## src/rtl/adc_seq_pkg.sv

```systemverilog
// Shared widths, state encoding and tag layout for the ADC scan sequencer.
// Also holds the bit-search helpers used for channel selection.
package adc_seq_pkg;

    localparam int NUM_CH = 8;
    localparam int CH_W   = 3;
    localparam int DATA_W = 12;

    typedef enum logic [1:0] {
        IDLE,
        SCAN,
        DRAIN
    } state_t;

    typedef struct packed {
        logic            valid;
        logic [CH_W-1:0] chan;
    } tag_t;

    function automatic logic [CH_W-1:0] lowest_set(input logic [NUM_CH-1:0] m);
        logic [CH_W-1:0] r;
        r = '0;
        for (int i = NUM_CH - 1; i >= 0; i--) begin
            if (m[i]) r = CH_W'(i);
        end
        return r;
    endfunction

    function automatic logic [CH_W-1:0] highest_set(input logic [NUM_CH-1:0] m);
        logic [CH_W-1:0] r;
        r = '0;
        for (int i = 0; i < NUM_CH; i++) begin
            if (m[i]) r = CH_W'(i);
        end
        return r;
    endfunction

endpackage

```

## src/rtl/rr_next_chan.sv

```systemverilog
// Round-robin channel picker: next enabled channel above cur_chan (wrapping),
// plus the lowest and highest enabled channels of the mask.
module rr_next_chan
    import adc_seq_pkg::*;
(
    input  logic [NUM_CH-1:0] mask,
    input  logic [CH_W-1:0]   cur_chan,
    output logic [CH_W-1:0]   next_chan,
    output logic              wrap,
    output logic [CH_W-1:0]   lowest,
    output logic [CH_W-1:0]   highest
);

    logic [CH_W-1:0] idx;

    // Scan from farthest to nearest so the nearest enabled channel wins;
    // offset NUM_CH lands back on cur_chan, which gives single-bit masks.
    always_comb begin
        next_chan = cur_chan;
        idx       = '0;
        for (int i = NUM_CH; i >= 1; i--) begin
            idx = cur_chan + CH_W'(i);
            if (mask[idx]) next_chan = idx;
        end
    end

    assign wrap    = (next_chan <= cur_chan);
    assign lowest  = lowest_set(mask);
    assign highest = highest_set(mask);

endmodule

```

## src/rtl/adc_scan_sequencer.sv

```systemverilog
// Steps the ADC through the enabled channels one frame at a time and files
// each result, two frames later, into a readable per-channel bank.
module adc_scan_sequencer
    import adc_seq_pkg::*;
(
    input  logic              clk,
    input  logic              reset_n,
    input  logic              start,
    input  logic              continuous,
    input  logic [NUM_CH-1:0] ch_enable,
    input  logic              adc_convst,
    input  logic [DATA_W-1:0] adc_result,
    output logic [CH_W-1:0]   chan,
    output logic              sample_valid,
    output logic [CH_W-1:0]   sample_chan,
    output logic [DATA_W-1:0] sample_data,
    output logic              scan_done,
    output logic              busy,
    input  logic [CH_W-1:0]   rd_addr,
    output logic [DATA_W-1:0] rd_data,
    output logic              rd_valid
);

    state_t              state, state_next;
    logic [NUM_CH-1:0]   mask, mask_next, rr_mask;
    logic [CH_W-1:0]     chan_next, rr_next, rr_lowest, rr_highest;
    logic                rr_wrap;
    logic                convst_q, boundary;
    tag_t                tag0, tag1;
    logic                last0, last1;
    logic [DATA_W-1:0]   bank [NUM_CH];
    logic [NUM_CH-1:0]   bank_valid;

    assign boundary = adc_convst & ~convst_q;
    assign busy     = (state != IDLE);

    // While idle the picker looks at ch_enable so a start can pick its first channel.
    assign rr_mask = (state == IDLE) ? ch_enable : mask;

    rr_next_chan u_rr (
        .mask      (rr_mask),
        .cur_chan  (chan),
        .next_chan (rr_next),
        .wrap      (rr_wrap),
        .lowest    (rr_lowest),
        .highest   (rr_highest)
    );

    always_comb begin
        state_next = state;
        chan_next  = chan;
        mask_next  = mask;
        case (state)
            IDLE: begin
                if (start && (ch_enable != '0)) begin
                    state_next = SCAN;
                    mask_next  = ch_enable;
                    chan_next  = rr_lowest;
                end
            end
            SCAN: begin
                if (boundary) begin
                    if (!rr_wrap) begin
                        chan_next = rr_next;
                    end else if (continuous && (ch_enable != '0)) begin
                        mask_next = ch_enable;
                        chan_next = lowest_set(ch_enable);
                    end else begin
                        state_next = DRAIN;
                    end
                end
            end
            DRAIN: begin
                if (boundary && !tag0.valid) state_next = IDLE;
            end
            default: state_next = IDLE;
        endcase
    end

    always_ff @(posedge clk or negedge reset_n) begin
        if (!reset_n) begin
            state <= IDLE;
            chan  <= '0;
            mask  <= '0;
        end else begin
            state <= state_next;
            chan  <= chan_next;
            mask  <= mask_next;
        end
    end

    // last0/last1 ride alongside the tags so scan_done refers to the mask at issue time.
    always_ff @(posedge clk or negedge reset_n) begin
        if (!reset_n) begin
            convst_q     <= 1'b0;
            tag0         <= '0;
            tag1         <= '0;
            last0        <= 1'b0;
            last1        <= 1'b0;
            sample_valid <= 1'b0;
            sample_chan  <= '0;
            sample_data  <= '0;
            scan_done    <= 1'b0;
            bank_valid   <= '0;
        end else begin
            convst_q     <= adc_convst;
            sample_valid <= 1'b0;
            scan_done    <= 1'b0;
            if (boundary) begin
                tag1  <= tag0;
                last1 <= last0;
                tag0  <= {state == SCAN, chan};
                last0 <= (chan == rr_highest);
                if (tag1.valid) begin
                    sample_valid           <= 1'b1;
                    sample_chan            <= tag1.chan;
                    sample_data            <= adc_result;
                    scan_done              <= last1;
                    bank_valid[tag1.chan]  <= 1'b1;
                end
            end
        end
    end

    always_ff @(posedge clk) begin
        if (boundary && tag1.valid) bank[tag1.chan] <= adc_result;
    end

    always_ff @(posedge clk or negedge reset_n) begin
        if (!reset_n) begin
            rd_data  <= '0;
            rd_valid <= 1'b0;
        end else begin
            rd_data  <= bank[rd_addr];
            rd_valid <= bank_valid[rd_addr];
        end
    end

endmodule
```

## config.mk

```make
export PLATFORM = sky130hd
export DESIGN_NAME = adc_scan_sequencer
export DESIGN_NICKNAME = d
export VERILOG_FILES = /design/src/rtl/adc_seq_pkg.sv /design/src/rtl/rr_next_chan.sv /design/src/rtl/adc_scan_sequencer.sv
export SDC_FILE = /design/constraint.sdc
export NUM_CORES = 1
export LEC_CHECK = 0
export CORE_MARGIN = 2
export CORE_UTILIZATION = 58
export DETAILED_ROUTE_END_ITERATION = 10
export GPL_TIMING_DRIVEN = 1
export PLACE_DENSITY = 0.92
export SETUP_SLACK_MARGIN = 0.05
export SYNTH_ARGS = -nofsm -noshare
export SYNTH_HDL_FRONTEND = slang
export SYNTH_SLANG_ARGS = --single-unit
```

## constraint.sdc

```tcl
create_clock -name clk -period 6.4 [get_ports clk]
set_input_delay 0.96 -clock clk [delete_from_list [all_inputs] [get_ports clk]]
set_output_delay 0.96 -clock clk [all_outputs]
set_load 0.005 [all_outputs]
```

==> metrics, run 1 <==
Setup Viol. Count Final 0; CP Capture Point chan[0]$_DFFE_PN0P_; post-place instance area 0.008175 mm^2; Worst R2R End chan[0]$_DFFE_PN0P_; Reg power frac about a third; synth warn 0; Detailed Routing Iterations Pass 1 5; Final Util between 60 and 70%; post-CTS setup repair buffer count 0; status finished, final reports clean; dpl cells between 700 and 800; switching fraction of total power between 30% and 40%; Mapped Area roughly 0.0074 mm^2; Final TNS setup 0 ps; PortBufs between 60 and 70; final hold violation count 0; CTS hold repair buffers 0; Die ar. approximately 0.014 mm^2; CTS tree yes; P_sw ~1.6 mW; f_max 187.5 MHz; Critical Path End Type flop; post-synth net total 530; kind of critical path flop to flop; synthesized netlist cell count a little under 500; number of max-cap violations 0; power share of the combinational group 45.5%; Detailed Route Iter0 Violations between 600 and 700; initial antenna violation count 0; crit path max fanout 16; Core Rows 41; Syn-to-layout area delta 18.08%; Pleak 3.259 nW; final cell count without fillers ~750; VDD IR max roughly 0.34 mV; Post-Syn Area per Cell roughly 15 um^2; CTS Buf Count 17; grt ovf 0; Worst EP arrival roughly 5600 ps; clock share of power 21.8%; Core Footprint ~0.013 mm^2; fin crit period roughly 5300 ps; Worst-Margin Slew roughly 900 ps; antenna-violating nets left 0; Synth cell types just under 60; first-pass GRT wire length around 27000 um; unrepaired setup endpoints after global routing no; FF+latch area approximately 0.0044 mm^2; DRC errors left 0; GP Congestion around 0.95; Worst R2R Setup Slack about 1100 ps; vias in the first global route 4813; total chip power about 4.3 mW; type of origin of the critical path flop; Reg2Reg Launch Point chan[0]$_DFFE_PN0P_; Hold Crit Class flop to flop; ys flop type edfxtp_1; Slew Limit Fails 0; H-Tree Depth 4; clock sink count ~160; via count between 4000 and 5000; Multi-input gate area about 0.0028 mm^2; die height 116.8 um; crit share post-route 83.35%; HPWL after DPL slightly above 10000 um; Critical Path Start chan[0]$_DFFE_PN0P_; nets 597; WL final roughly 17000 um; FF+latch count, synth between 150 and 200; Clock Skews between 9 and 10 ps; WL per Instance 22.89 um; antenna diode instance count 0; Async SR Flop Fraction about 39%; vias per cell between 6 and 7; slew margin rel. 39.46%; die width 116.8 um; Max Root-Sink Buffers 2; share of layout cells above drive strength 1 around a quarter; CTS resizes 0; Fill cells between 800 and 900; CTS Root Cell clkbuf_16; design area 0.008710 mm^2; io pins 62; R2R depth 19; Clock Latency Late Sink about 430 ps; gr usage total a little over a quarter; pin count of the biggest net entering global routing 63; Initial Utilization slightly below 60%; post-synthesis sequential area ratio ~60%; Reg clk slew, reported paths approximately 60 ps; Internal Power around 2.7 mW; Pwr per Cell Area 489.4 mW/mm^2; Worst Path Required approximately 6700 ps; EDFF count, synth 96
[worst max-delay path, cell delays in order (launching register included)]
cell	delay [ps]
dfrtp_1	330
buf_4	230
clkinv_1	120
ha_1	460
inv_1	280
mux4_1	380
mux4_2	520
o21ai_0	190
mux2i_1	100
nand2_1	100
a31oi_1	110
or2_2	320
ha_1	290
nor2b_1	130
o21ai_0	170
a32oi_1	140
and2_1	240
o21ai_0	540
o21ai_0	230
a311o_1	320
[metrics by stage]
stage          setup slack [ps]  hold WS (ps)
6_report                   1065         468.3
5_1_grt                   699.0         501.3
3_3_place_gp               1167         445.8
3_5_place_dp              948.5         450.3
2_1_floorplan              1379         433.7
4_1_cts                    1237         470.1
[state kept, by name, indices dropped and copies added, names as in the netlist]
register      flops
tag1              4
tag0              4
sample_valid      1
sample_chan       3
state             2
mask              8
bank             96
chan              3
last0             1
rd_data          12
last1             1
rd_valid          1
bank_valid        8
sample_data      12
convst_q          1
scan_done         1
[power by group through the flow]
stage          clock [mW]  sequential [mW]  combinational [mW]
2_1_floorplan           0             1.36                1.40
5_1_grt             0.989             1.41                2.09
3_3_place_gp            0             1.39                1.80
6_report            0.930             1.39                1.94
3_5_place_dp            0             1.41                1.86
4_1_cts             0.937             1.39                1.90
[Yosys cell counts (5+ instances only)]
cell type,number,share of area [%]
edfxtp_1,96,39
dfrtp_1,62,21
nand2_1,49,2.5
mux4_2,41,13
mux2_2,36,5.5
nor2_1,23,1.2
o21ai_0,23,1.6
clkbuf_1,16,0.81
mux2i_1,15,2.0
inv_1,13,0.66
a21oi_1,11,0.75
nor3_1,9,0.61
or2_2,9,0.76
nand2b_1,8,0.68
buf_1,7,0.36
ha_1,5,0.85
[routing by layer]
layer  wire (um)  vias to the layer above  share of wire, %  global-route usage (%)
li1            -                     2059                 -                       -
met1        6208                     2416                36                   32.78
met2        9275                      261                54                   48.63
met3        1174                       51               6.8                   5.973
met4         484                        0               2.8                   9.412
met5           0                        -                 0                       0
[logic make-up after synthesis]
| logic type | Yosys count | share of synthesized area (%) |
|---|---|---|
| compound gates | 74 | 6.870 |
| buf+inv | 42 | 2.545 |
| xor+xnor | 6 | 0.7125 |
| mux | 96 | 21.48 |
| flops | 158 | 60.12 |
| simple gates | 116 | 7.430 |
| fa+ha+maj | 5 | 0.8482 |
[layout by cell type, fill, tap and decap left out, types with 3 or more instances in the layout]
cell,Yosys,layout
edfxtp_1,96,96
dfrtp_1,62,62
clkdlybuf4s50_1,0,59
nand2_1,49,49
mux4_2,41,41
mux2_2,36,36
o21ai_0,23,23
nor2_1,23,23
clkbuf_16,0,17
mux2i_1,15,15
inv_1,13,13
buf_4,1,13
a21oi_1,11,11
or2_2,9,9
nor3_1,9,8
nand2b_1,8,8
ha_1,5,5
clkbuf_1,16,5
mux4_1,4,4
a211oi_1,4,4
xnor2_1,4,4
nor2b_1,4,4
clkinv_1,1,3
o221a_2,3,3
o211ai_1,3,3
a31oi_1,3,3
nor4_1,4,3
[area by class of cell]
cell class | count | area share [%]
well taps | 172 | 2.471
clock buffers | 22 | 5.100
multi-input cells | 297 | 31.75
clock inverters | 10 | 1.034
repair buffers | 74 | 8.016
flip-flops and latches | 158 | 50.91
inverters | 16 | 0.7183
[how the worst min path moves through the flow]
stage	depth (start not counted)	from	to	slack (ps)
floorplan	1	bank_valid[2]$_DFFE_PN0P_	bank_valid[2]$_DFFE_PN0P_	430
global placement	1	bank_valid[3]$_DFFE_PN0P_	bank_valid[3]$_DFFE_PN0P_	450
detailed placement	1	bank_valid[2]$_DFFE_PN0P_	bank_valid[2]$_DFFE_PN0P_	450
CTS	2	last1$_DFFE_PN0P_	last1$_DFFE_PN0P_	470
global route	2	tag0[2]$_DFFE_PN0P_	tag1[2]$_DFFE_PN0P_	500
finish	2	last1$_DFFE_PN0P_	last1$_DFFE_PN0P_	470
No activity file was read; power rests on OpenSTA's default activity.
==> run 2, diff against run 1 <==
==> constraint.sdc (replaced) <==
create_clock -name clk -period 5.4 [get_ports clk]
set_input_delay 0.81 -clock clk [delete_from_list [all_inputs] [get_ports clk]]
set_output_delay 0.81 -clock clk [all_outputs]
set_load 0.005 [all_outputs]
==> metrics, run 2 (synthesis results as in run 1) <==
Crit path largest cell delay 520 ps (was 540 ps); Worst-Margin Slew 855.2 ps (was 895.5 ps); H-Tree Depth 4 (unchanged); Clock Skews 9.184 ps (was 9.808 ps); die width 116.8 um (unchanged); Clock Latency Late Sink 430 ps (about the same); max reg flops 96 (unchanged); Max Root-Sink Buffers 2 (unchanged); R2R depth 19 (unchanged); DRC errors left 0 (unchanged); Worst R2R Setup Slack 600 ps (was 1070 ps); Setup Viol. Count Final 0 (unchanged); fin crit period 4798 ps (was 5335 ps); CTS tree yes (unchanged); Pwr per Cell Area 581.4 mW/mm^2 (was 489.4 mW/mm^2); Worst R2R End chan[1]$_DFFE_PN0P_ (was chan[0]$_DFFE_PN0P_); crit-path cells inv_2 > ha_1 > inv_1 > mux4_1 > mux4_2 > o21ai_0 > mux2i_1 > nand2_1 > a31oi_1 > or2_2 > ha_1 > nor2b_1 > o21ai_0 > a32oi_1 > and2_1 > o21ai_1 > o32a_1 > a21oi_1 > a21oi_2 (was buf_4 > clkinv_1 > ha_1 > inv_1 > mux4_1 > mux4_2 > o21ai_0 > mux2i_1 > nand2_1 > a31oi_1 > or2_2 > ha_1 > nor2b_1 > o21ai_0 > a32oi_1 > and2_1 > o21ai_0 > o21ai_0 > a311o_1); Slew Limit Fails 0 (unchanged); slew margin rel. 42.99% (was 39.46%); GR peak layer met2 (unchanged); Detailed Route Iter0 Violations 513 (was 642); Fill cells 809 (was 805); clock sink count 158 (unchanged); io pins 62 (unchanged); Final TNS setup 0 ps (unchanged); Die ar. 0.01364 mm^2 (unchanged); buffers and inverters on the worst path 2 (was 3); CTS hold repair buffers 0 (unchanged); type of origin of the critical path flop (unchanged); gr usage total 26.61% (was 27.17%); slowest CP cell mux4_2 (was o21ai_0); VDD IR max 0.3553 mV (was 0.3371 mV); CTS resizes 0 (unchanged); commonest cells after routing, fill and taps aside 96 x edfxtp_1, 62 x dfrtp_1, 59 x clkdlybuf4s50_1, 49 x nand2_1, 41 x mux4_2 (unchanged); commonest non-fill, non-tap cell in the layout edfxtp_1 (unchanged); met3 Use GR 6.643% (was 5.973%); antenna diode instance count 0 (unchanged); hold slack 472.0 ps (was 468.3 ps); Top reg by flops bank (unchanged); total chip power 5.100 mW (was 4.262 mW); crit share post-route 88.85% (was 83.35%); Critical Path Start chan[1]$_DFFE_PN0P_ (was chan[0]$_DFFE_PN0P_); first-pass GRT wire length 26160 um (was 26950 um); HPWL after DPL 10690 um (was 10380 um); status finished, final reports clean (unchanged); CTS Root Cell clkbuf_16 (unchanged); number of max-cap violations 0 (unchanged); grt met1 use 31.64% (was 32.78%); Core Rows 41 (unchanged); WL final 16630 um (was 17140 um); vias in the first global route 4855 (was 4813); CTS Buf Count 17 (unchanged); met2 global-route usage 46.86% (was 48.63%); PortBufs 61 (unchanged); f_max 208.4 MHz (was 187.5 MHz); CP top delay family compound AO/OA/AOI/OAI gates (unchanged); kind of critical path flop to flop (unchanged); GP Congestion 0.9531 (was 0.9469); Syn-to-layout area delta 18.91% (was 18.08%); pin count of the biggest net entering global routing 63 (unchanged); CP Capture Point chan[1]$_DFFE_PN0P_ (was chan[0]$_DFFE_PN0P_); share of layout cells above drive strength 1 25.17% (was 23.74%); crit path max fanout 11 (was 16); WL per Instance 22.11 um (was 22.89 um); unrepaired setup endpoints after global routing no (unchanged); Pleak 3.288 nW (was 3.259 nW); Detailed Routing Iterations Pass 1 5 (unchanged); Worst path depth 19 (unchanged); Core Footprint 0.01252 mm^2 (unchanged); initial antenna violation count 0 (unchanged); vias per cell 6.230 (was 6.391); die height 116.8 um (unchanged); Worst Path Required 5710 ps (was 6700 ps); post-CTS setup repair buffer count 0 (unchanged); Hold Crit Class flop to flop (unchanged); via count 4685 (was 4787); final hold violation count 0 (unchanged); antenna-violating nets left 0 (unchanged); Critical Path End Type flop (unchanged); top flop regs bank: 96 flops, rd_data: 12 flops, sample_data: 12 flops (unchanged); Initial Utilization 58.93% (unchanged); nets 600 (was 597); Reg clk slew, reported paths 70 ps (was 60 ps); Worst EP arrival 5110 ps (was 5640 ps); Reg2Reg Launch Point chan[1]$_DFFE_PN0P_ (was chan[0]$_DFFE_PN0P_); grt ovf 0 (unchanged)
-- run 2: cell types whose count changed in the layout (fill, tap and decap cells not counted) --
cell / previous run / this run
o21ai_0: 23 / 22
clkinvlp_4: 1 / 3
inv_8: 0 / 1
clkbuf_1: 5 / 1
inv_6: 2 / 3
buf_4: 13 / 16
o21ai_1: 0 / 1
clkinv_1: 3 / 1
clkinv_4: 2 / 4
clkbuf_8: 0 / 1
clkinv_2: 2 / 1
-- run 2: layer usage --
layer,vias up,part of all wire (%)
li1,2058,-
met5,-,0
met3,46,6.5
met1,2368,36
met2,213,54
met4,0,2.9
-- run 2: area by class of cell --
cell class / count / area (um^2) / area share, %
clock buffers: 19 / 442.9 / 5.050
clock inverters: 13 / 130.1 / 1.484
inverters: 16 / 62.56 / 0.7133
multi-input cells: 297 / 2765 / 31.53
flip-flops and latches: 158 / 4434 / 50.56
well taps: 172 / 215.2 / 2.454
repair buffers: 77 / 720.7 / 8.217
-- run 2: where the power goes --
group          leakage (nW)  internal, mW  switching, mW  total [mW]
clock                 0.272         0.654          0.498        1.15
sequential             1.62          1.47          0.180        1.65
combinational          1.39          1.10           1.19        2.29
total                  3.29          3.23           1.87        5.10
-- run 2: worst min-delay path by stage --
stage,slack [ps],depth (start not counted),end,from
2_1_floorplan,430,1,bank_valid[2]$_DFFE_PN0P_,bank_valid[2]$_DFFE_PN0P_
3_3_place_gp,450,1,bank_valid[7]$_DFFE_PN0P_,bank_valid[7]$_DFFE_PN0P_
3_5_place_dp,450,1,bank_valid[5]$_DFFE_PN0P_,bank_valid[5]$_DFFE_PN0P_
4_1_cts,470,1,bank_valid[5]$_DFFE_PN0P_,bank_valid[5]$_DFFE_PN0P_
5_1_grt,490,1,bank_valid[4]$_DFFE_PN0P_,bank_valid[4]$_DFFE_PN0P_
6_report,470,1,bank_valid[5]$_DFFE_PN0P_,bank_valid[5]$_DFFE_PN0P_
-- run 2: stage by stage --
step,cells,worst slack [ps],utilization [%],instance area [um^2]
after floorplan,497,379.3,-,7376
after global placement,720,392.6,65.49,8198
after detailed placement,720,215.0,65.49,8198
after CTS,752,514.9,70.07,8771
after global routing,752,141.4,70.07,8771
final,752,601.9,70.07,8771
==> run 3, diff against run 2 <==
--- a/config.mk
+++ b/config.mk
@@ -5,6 +5,7 @@
 export SDC_FILE = /design/constraint.sdc
 export NUM_CORES = 1
 export LEC_CHECK = 0
+export CAP_MARGIN = 20
 export CORE_MARGIN = 2
 export CORE_UTILIZATION = 58
 export DETAILED_ROUTE_END_ITERATION = 10
==> results of run 3 <==
The final DEF is identical to that of run 2; final timing and power are the same.
